--- src/rtl/riscv_core_pkg.sv ---
// Shared riscv_core encodings: writeback source selects and load funct3 codes.
package riscv_core_pkg;
  localparam logic [1:0] WB_SEL_ALU  = 2'd0;
  localparam logic [1:0] WB_SEL_LOAD = 2'd1;
  localparam logic [1:0] WB_SEL_PC4  = 2'd2;

  localparam logic [2:0] F3_LB  = 3'd0;
  localparam logic [2:0] F3_LH  = 3'd1;
  localparam logic [2:0] F3_LW  = 3'd2;
  localparam logic [2:0] F3_LBU = 3'd4;
  localparam logic [2:0] F3_LHU = 3'd5;
endpackage

--- src/rtl/load_align.sv ---
// Load data extraction: picks byte/halfword/word from a memory word and extends it.
// Latency: purely combinational.
// Backpressure: none, no state.
module load_align
  import riscv_core_pkg::*;
#(
  parameter int XLEN = 32
) (
  input  logic [XLEN-1:0] word,
  input  logic [1:0]      offset,
  input  logic [2:0]      funct3,
  output logic [XLEN-1:0] value
);
  logic [7:0]  byte_sel;
  logic [15:0] half_sel;

  always_comb begin
    byte_sel = word[{offset, 3'b000} +: 8];
    // Halfword position comes from offset[1] only; a misaligned bit 0 is ignored.
    half_sel = offset[1] ? word[16 +: 16] : word[0 +: 16];
    value    = word;
    case (funct3)
      F3_LB:   value = {{(XLEN-8){byte_sel[7]}}, byte_sel};
      F3_LBU:  value = {{(XLEN-8){1'b0}}, byte_sel};
      F3_LH:   value = {{(XLEN-16){half_sel[15]}}, half_sel};
      F3_LHU:  value = {{(XLEN-16){1'b0}}, half_sel};
      default: value = word;
    endcase
  end
endmodule

--- src/rtl/wb_unit.sv ---
// Writeback stage: registers the memory-stage result and drives the register file write port.
// Latency: instruction accepted at edge N writes the register file at edge N+1.
// Backpressure: stall holds the slot; the write fires once and load data is held stable.
module wb_unit
  import riscv_core_pkg::*;
#(
  parameter int XLEN = 32,
  parameter int RA_W = 5
) (
  input  logic            clk,
  input  logic            rst,
  input  logic            stall,
  input  logic            flush,
  input  logic            mem_valid,
  input  logic            mem_reg_we,
  input  logic [RA_W-1:0] mem_rd,
  input  logic [1:0]      mem_wb_sel,
  input  logic [2:0]      mem_load_f3,
  input  logic [XLEN-1:0] mem_alu_result,
  input  logic [XLEN-1:0] mem_pc_plus4,
  input  logic [XLEN-1:0] dmem_rdata,
  input  logic [RA_W-1:0] dec_ra1,
  input  logic [RA_W-1:0] dec_ra2,
  output logic            rf_we,
  output logic [RA_W-1:0] rf_wa,
  output logic [XLEN-1:0] rf_wd,
  output logic            rf_fwd1,
  output logic            rf_fwd2,
  output logic            wb_valid
);
  logic            valid;
  logic            reg_we;
  logic [RA_W-1:0] rd;
  logic [1:0]      wb_sel;
  logic [2:0]      load_f3;
  logic [XLEN-1:0] alu_result;
  logic [XLEN-1:0] pc_plus4;
  logic            done;
  logic [XLEN-1:0] held;
  logic [XLEN-1:0] aligned;
  logic [XLEN-1:0] load_val;

  load_align #(.XLEN(XLEN)) u_align (
    .word   (dmem_rdata),
    .offset (alu_result[1:0]),
    .funct3 (load_f3),
    .value  (aligned)
  );

  always_ff @(posedge clk) begin
    if (rst) begin
      valid      <= 1'b0;
      reg_we     <= 1'b0;
      rd         <= '0;
      wb_sel     <= WB_SEL_ALU;
      load_f3    <= F3_LB;
      alu_result <= '0;
      pc_plus4   <= '0;
      done       <= 1'b0;
      held       <= '0;
    end else if (stall) begin
      // The memory word is only valid in the first WB cycle, so capture it then.
      if (!done) begin
        held <= aligned;
        done <= 1'b1;
      end
    end else begin
      valid      <= mem_valid & ~flush;
      reg_we     <= mem_reg_we;
      rd         <= mem_rd;
      wb_sel     <= mem_wb_sel;
      load_f3    <= mem_load_f3;
      alu_result <= mem_alu_result;
      pc_plus4   <= mem_pc_plus4;
      done       <= 1'b0;
    end
  end

  always_comb begin
    load_val = done ? held : aligned;
    rf_we    = valid & reg_we & (rd != '0) & ~done;
    rf_wa    = rd;
    case (wb_sel)
      WB_SEL_LOAD: rf_wd = load_val;
      WB_SEL_PC4:  rf_wd = pc_plus4;
      default:     rf_wd = alu_result;
    endcase
    rf_fwd1  = rf_we & (rf_wa == dec_ra1);
    rf_fwd2  = rf_we & (rf_wa == dec_ra2);
    wb_valid = valid;
  end
endmodule

--- config.mk ---
export PLATFORM = sky130hd
export DESIGN_NAME = wb_unit
export DESIGN_NICKNAME = d
export VERILOG_FILES = /design/src/rtl/riscv_core_pkg.sv /design/src/rtl/load_align.sv /design/src/rtl/wb_unit.sv
export SDC_FILE = /design/constraint.sdc
export NUM_CORES = 1
export LEC_CHECK = 0
export ABC_AREA = 1
export ABC_CLOCK_PERIOD_IN_PS = 2200
export CORE_MARGIN = 2
export CORE_UTILIZATION = 47
export CTS_BUF_LIST = sky130_fd_sc_hd__clkbuf_4 sky130_fd_sc_hd__clkbuf_8 sky130_fd_sc_hd__clkbuf_16
export DETAILED_ROUTE_END_ITERATION = 6
export GPL_ROUTABILITY_DRIVEN = 0
export PLACE_DENSITY = 0.8
export SYNTH_ARGS = -nofsm -noshare
export SYNTH_HDL_FRONTEND = slang
export SYNTH_SLANG_ARGS = --single-unit
--- constraint.sdc ---
create_clock -name clk -period 2.2 [get_ports clk]
set_input_delay 0.44 -clock clk [delete_from_list [all_inputs] [get_ports clk]]
set_output_delay 0.44 -clock clk [all_outputs]
set_load 0.005 [all_outputs]
# Word-level counts from Yosys, hierarchy flattened
# Cells that the tools add are included.
dict set report classes {
  n_reduce_logical 2
  eq_ne 7
  shift 1
  muxes 5
  bitwise 8
}
# op n
set op_table {}
lappend op_table {{$pmux 32 s4} 1}
lappend op_table {{$pmux 32 s2} 1}
lappend op_table {{$mux 32} 1}
lappend op_table {{$shiftx 32x6->8} 1}
lappend op_table {{$mux 16} 1}
lappend op_table {{$eq 5x5->1} 2}
lappend op_table {{$and 1x1->1} 6}
lappend op_table {{$eq 3x3->1 const B} 2}
lappend op_table {{$reduce_bool 5->1} 1}
lappend op_table {{$eq 3x1->1 const B} 1}
lappend op_table {{$logic_not 3->1} 1}
lappend op_table {{$eq 2x1->1 const B} 1}
lappend op_table {{$eq 2x2->1 const B} 1}
lappend op_table {{$not 1->1} 2}
lappend op_table {{$mux 1} 1}
dict set report word_totals {
  inputBits 122
  word_cells 32
  ff_bits 109
}

# Longest topological paths before layout
dict set report logic_depth {
  ltp_word 4
  depth_mapped 11
  depth_no_buf 10
}

# Modules after synthesis
# Synthesis repeated with hierarchy kept, for this count alone.
dict set report hier_totals {
  hier_cells 862
  hier_area_um2 5813.1
}
# mod seq_area_each_um2 instances area_per_inst_um2 cells_per_inst
set by_module_without_submodules {}
lappend by_module_without_submodules {wb_unit 2182.1 1 5001.0 703}
lappend by_module_without_submodules {load_align 0.0 1 812.0 159}

# Worst setup path before layout
# Ideal clock, no wire load.
dict set report synth_timing {
  kind {register -> output}
  start {register wb_sel[0]}
  end {output port rf_wd[10]}
  arrival_ps 1352
  slack_ps 408
  n_path_buf 2
  path_stages_with_launch 8
  cell_sequence {dfxtp_1 inv_1 ha_1 clkbuf_1 inv_1 clkbuf_1 nor2_1 a21oi_1}
}
dict set report synth_between {
  elab_chain_len 2
}
# element line_no
set synth_lines {}
lappend synth_lines {{start: declaration} wb_unit.sv:34} ;# logic [1:0] wb_sel;
lappend synth_lines {{start signal: assignment} wb_unit.sv:71} ;# wb_sel <= mem_wb_sel;
lappend synth_lines {{$eq 2x2->1 / $eq 2x1->1 (equally long branches)} wb_unit.sv:83} ;# case (wb_sel)
lappend synth_lines {{$pmux 32 s2 (*)} wb_unit.sv:83}
lappend synth_lines {{end: declaration} wb_unit.sv:26} ;# output logic [XLEN-1:0] rf_wd,
# Mark *: on every way between the ends. The rest lies on a longest branch, timed or not.

# Final worst setup path
dict set report layout_timing {
  start {register alu_result[1]}
  end {output port rf_wd[15]}
}
dict set report layout_between {
  elab_chain_len 4
}
# element line_no
set layout_lines {}
lappend layout_lines {{start: declaration} wb_unit.sv:36} ;# logic [XLEN-1:0] alu_result;
lappend layout_lines {{start signal: assignment} wb_unit.sv:73} ;# alu_result <= mem_alu_result;
lappend layout_lines {{$shiftx 32x6->8 / $mux 16 (equally long branches)} {load_align.sv:18, load_align.sv:20}}
lappend layout_lines {{$pmux 32 s4 (*)} load_align.sv:22} ;# case (funct3)
lappend layout_lines {{$mux 32 (*)} n/a}
lappend layout_lines {{$pmux 32 s2 (*)} wb_unit.sv:83}
# Marked as above.

==> out/metrics.yaml <==
clk_path_buf_depth: 2
seqCellArea_mm2: 0.00220
finalWirelength_um: 22400
antenna_found_initial: 0
p_clk_frac: 0.293
end_kind: "output pin"
syn_inst: 716
overflow: 0
cts-root-buf: "clkbuf_16"
postLayoutCoreUtil: 0.779
setup-tns-final_ps: -4050
p_leak_nw: 3.77
fin_skew_ps: 6.24
status: "finished, violations left"
fillers: 680
fin_area_mm2: 0.00856
arrival_ps: 2010
drt_iter0_drc: 684
htree_levels: 3
grt_pass1_vias: 6493
post-route-period-util: 1.11
p_sw_frac: 0.325
num_antenna_cells: 0
switching_power_mw: 1.77
required_ps: 1760
antenna_left: 0
die_w_um: 111
slew_viol_final: 0
comb_power_share: 0.305
worst_slew_pin_slew_ps: 504
ys_types: 34
fp.dieH_um: 111
startpoint: "alu_result[1]"
hold_viol: 0
fp.dieArea_mm2: 0.0123
dr.pass1.iters: 7
ir_drop_mv: 0.485
vias_per_cell: 6.03
ys_ff_latch: 109
min_period_ps: 2450
mostFrequentLayoutCell: "nand2_1"
drive_above_1_share: 0.329
synth_nets: 840
startpoint_type: "flip-flop"
syn_area_mm2: 0.00535
fin_nets: 1053
ioPinCount: 163
path_max_fanout: 5
grt_max_degree: 109
cp-endpoint: "rf_wd[15]"
rsz0062_at_grt: "yes"
gr-usage-all-layers: 0.331
setup_viol: 32
worstReg2RegEnd: "held[15]"
numCtsBuffers: 9
rr_startpoint: "alu_result[1]"
critPathKind: "flip-flop to output pin"
vias: 6470
core_mm2: 0.0110
cts_tree: "done"
rrSetupSlack_ps: 410
hold_slack_ps: 449
multi_input_area_mm2: 0.00339
syn-mean-instance-area_um2: 7.47
yosysWarnings: 0
num_rows: 38
grt_first_pass_wirelength_um: 32900
clk_pin_slew_worst_paths_ps: 80
cts.sinks: 109
p_int_mw: 3.69
worstSkewPairLatency_ps: 350
p_seq_frac: 0.401
timing.final.ws_setup_ps: -246
cts_hold_buffers: 0
place.port_buffers: 162
start_util: 0.487
cap_violations: 0
placed_area_mm2: 0.00732
hp-class: "flip-flop to flip-flop"
reg2reg_depth: 10
ys_seq_area_frac: 0.408
slew_headroom: 0.664
wire_per_inst_um: 20.9
max_clock_freq_mhz: 409
final_cell_mix: "nand2_1 (146), clkdlybuf4s50_1 (111), dfxtp_1 (99)"
dp_hpwl_um: 13200
failed_checks: "DRC, setup timing"
power.density_mw_per_mm2: 639
syn_to_final_growth_pct: 60.0
drc_errors: 1
==> power groups by stage <==
stage | Sequential [mW] | Combinational [mW] | Clock [mW]
6_report | 2.19 | 1.67 | 1.60
5_1_grt | 2.21 | 1.76 | 1.68
4_1_cts | 2.19 | 1.49 | 1.58
3_5_place_dp | 2.23 | 1.29 | 0
3_3_place_gp | 2.22 | 1.26 | 0
2_1_floorplan | 2.20 | 0.636 | 0
==> cell usage after synthesis <==
| master | count | area share |
|---|---|---|
| nand4_1 | 1 | 0.0012 |
| a22o_1 | 66 | 0.11 |
| nor4_1 | 2 | 0.0023 |
| nor2_2 | 1 | 0.0012 |
| nor2_1 | 49 | 0.034 |
| inv_2 | 2 | 0.0014 |
| o21ai_0 | 15 | 0.014 |
| o21ai_2 | 1 | 0.0016 |
| inv_6 | 1 | 0.0016 |
| ha_1 | 2 | 0.0047 |
| nor2_4 | 1 | 0.0021 |
| nand3_1 | 54 | 0.051 |
| xor2_1 | 4 | 0.0065 |
| a32o_1 | 1 | 0.0019 |
| nor3_1 | 1 | 0.00093 |
| dfxtp_1 | 109 | 0.41 |
| nand3_2 | 11 | 0.021 |
| buf_6 | 6 | 0.013 |
| xnor2_1 | 6 | 0.0098 |
| or2_0 | 2 | 0.0023 |
| nand2_2 | 7 | 0.0082 |
| nand2_4 | 1 | 0.0021 |
| nand2_1 | 176 | 0.12 |
| nand3b_1 | 1 | 0.0014 |
| a21oi_1 | 94 | 0.088 |
| buf_2 | 14 | 0.013 |
| clkbuf_1 | 29 | 0.020 |
| nand3_4 | 1 | 0.0033 |
| o21ai_1 | 5 | 0.0047 |
| buf_1 | 1 | 0.00070 |
| a21oi_2 | 4 | 0.0065 |
| or2_2 | 16 | 0.019 |
| inv_1 | 30 | 0.021 |
| buf_4 | 2 | 0.0028 |
==> layer usage <==
metal / wire length [µm] / global-route usage / part of all wire / vias up
met1: 8130 / 0.378 / 0.36 / 3013
met3: 2110 / 0.0596 / 0.094 / 137
met5: 0 / 0 / 0 / -
met2: 10600 / 0.569 / 0.47 / 471
met4: 1560 / 0.212 / 0.069 / 0
li1: - / - / - / 2849
==> what timing repair did <==
| item | in CTS | in global routing |
|---|---|---|
| pin swaps | 48 | 41 |
| resized for setup | 266 | 68 |
| buffers inserted | 32 | 9 |
| cloned | 5 | 0 |
| endpoints found under the setup margin | 34 | 34 |
==> state kept, by name, indices dropped and copies added (netlist names) <==
signal	cells
reg_we	1
rf_wa	5
load_f3	3
alu_result	32
held	32
done	1
pc_plus4	32
wb_valid	1
wb_sel	2
==> worst min-delay path by stage <==
stage	slack (ps)	startpoint	cells after the start	endpoint
3_3_place_gp	430	held[25]	2	held[25]
6_report	450	held[28]	2	held[28]
5_1_grt	470	held[2]	2	held[2]
3_5_place_dp	440	held[30]	2	held[30]
2_1_floorplan	420	held[16]	2	held[16]
4_1_cts	450	held[16]	2	held[16]
==> area by class of cell <==
class                      count  share of cell area
sequential                   109               0.258
clock inverter                 6             0.00702
tap                          140              0.0205
multi-input combinational    525               0.396
timing repair buffer         251               0.277
clock buffer                   9              0.0263
inverter                      33              0.0156
==> critical path, cell delays in order, from the launching register on <==
cell and delay (ps):
dfxtp_4 400, buf_6 140, o21ai_4 70, buf_6 130, a21oi_1 400, nand2_2 100, nand2_2 80, nand2_2 70
nand2_2 80, a21oi_2 60, buf_2 130
==> cells by family after synthesis <==
family | synth area share
AND/OR/NAND/NOR | 0.273
flip-flops | 0.408
AO/OA/AOI/OAI | 0.225
buffers and inverters | 0.0737
XOR/XNOR | 0.0164
adder cells (fa/ha/maj) | 0.00468
==> stage by stage <==
stage	power, mW	instances	worst slack, ps
2_1_floorplan	2.84	716	408
3_3_place_gp	3.48	1013	-664
3_5_place_dp	3.51	1013	-717
4_1_cts	5.26	1065	-113
5_1_grt	5.65	1073	-260
6_report	5.47	1073	-246
(Power assumes the default switching activity.)
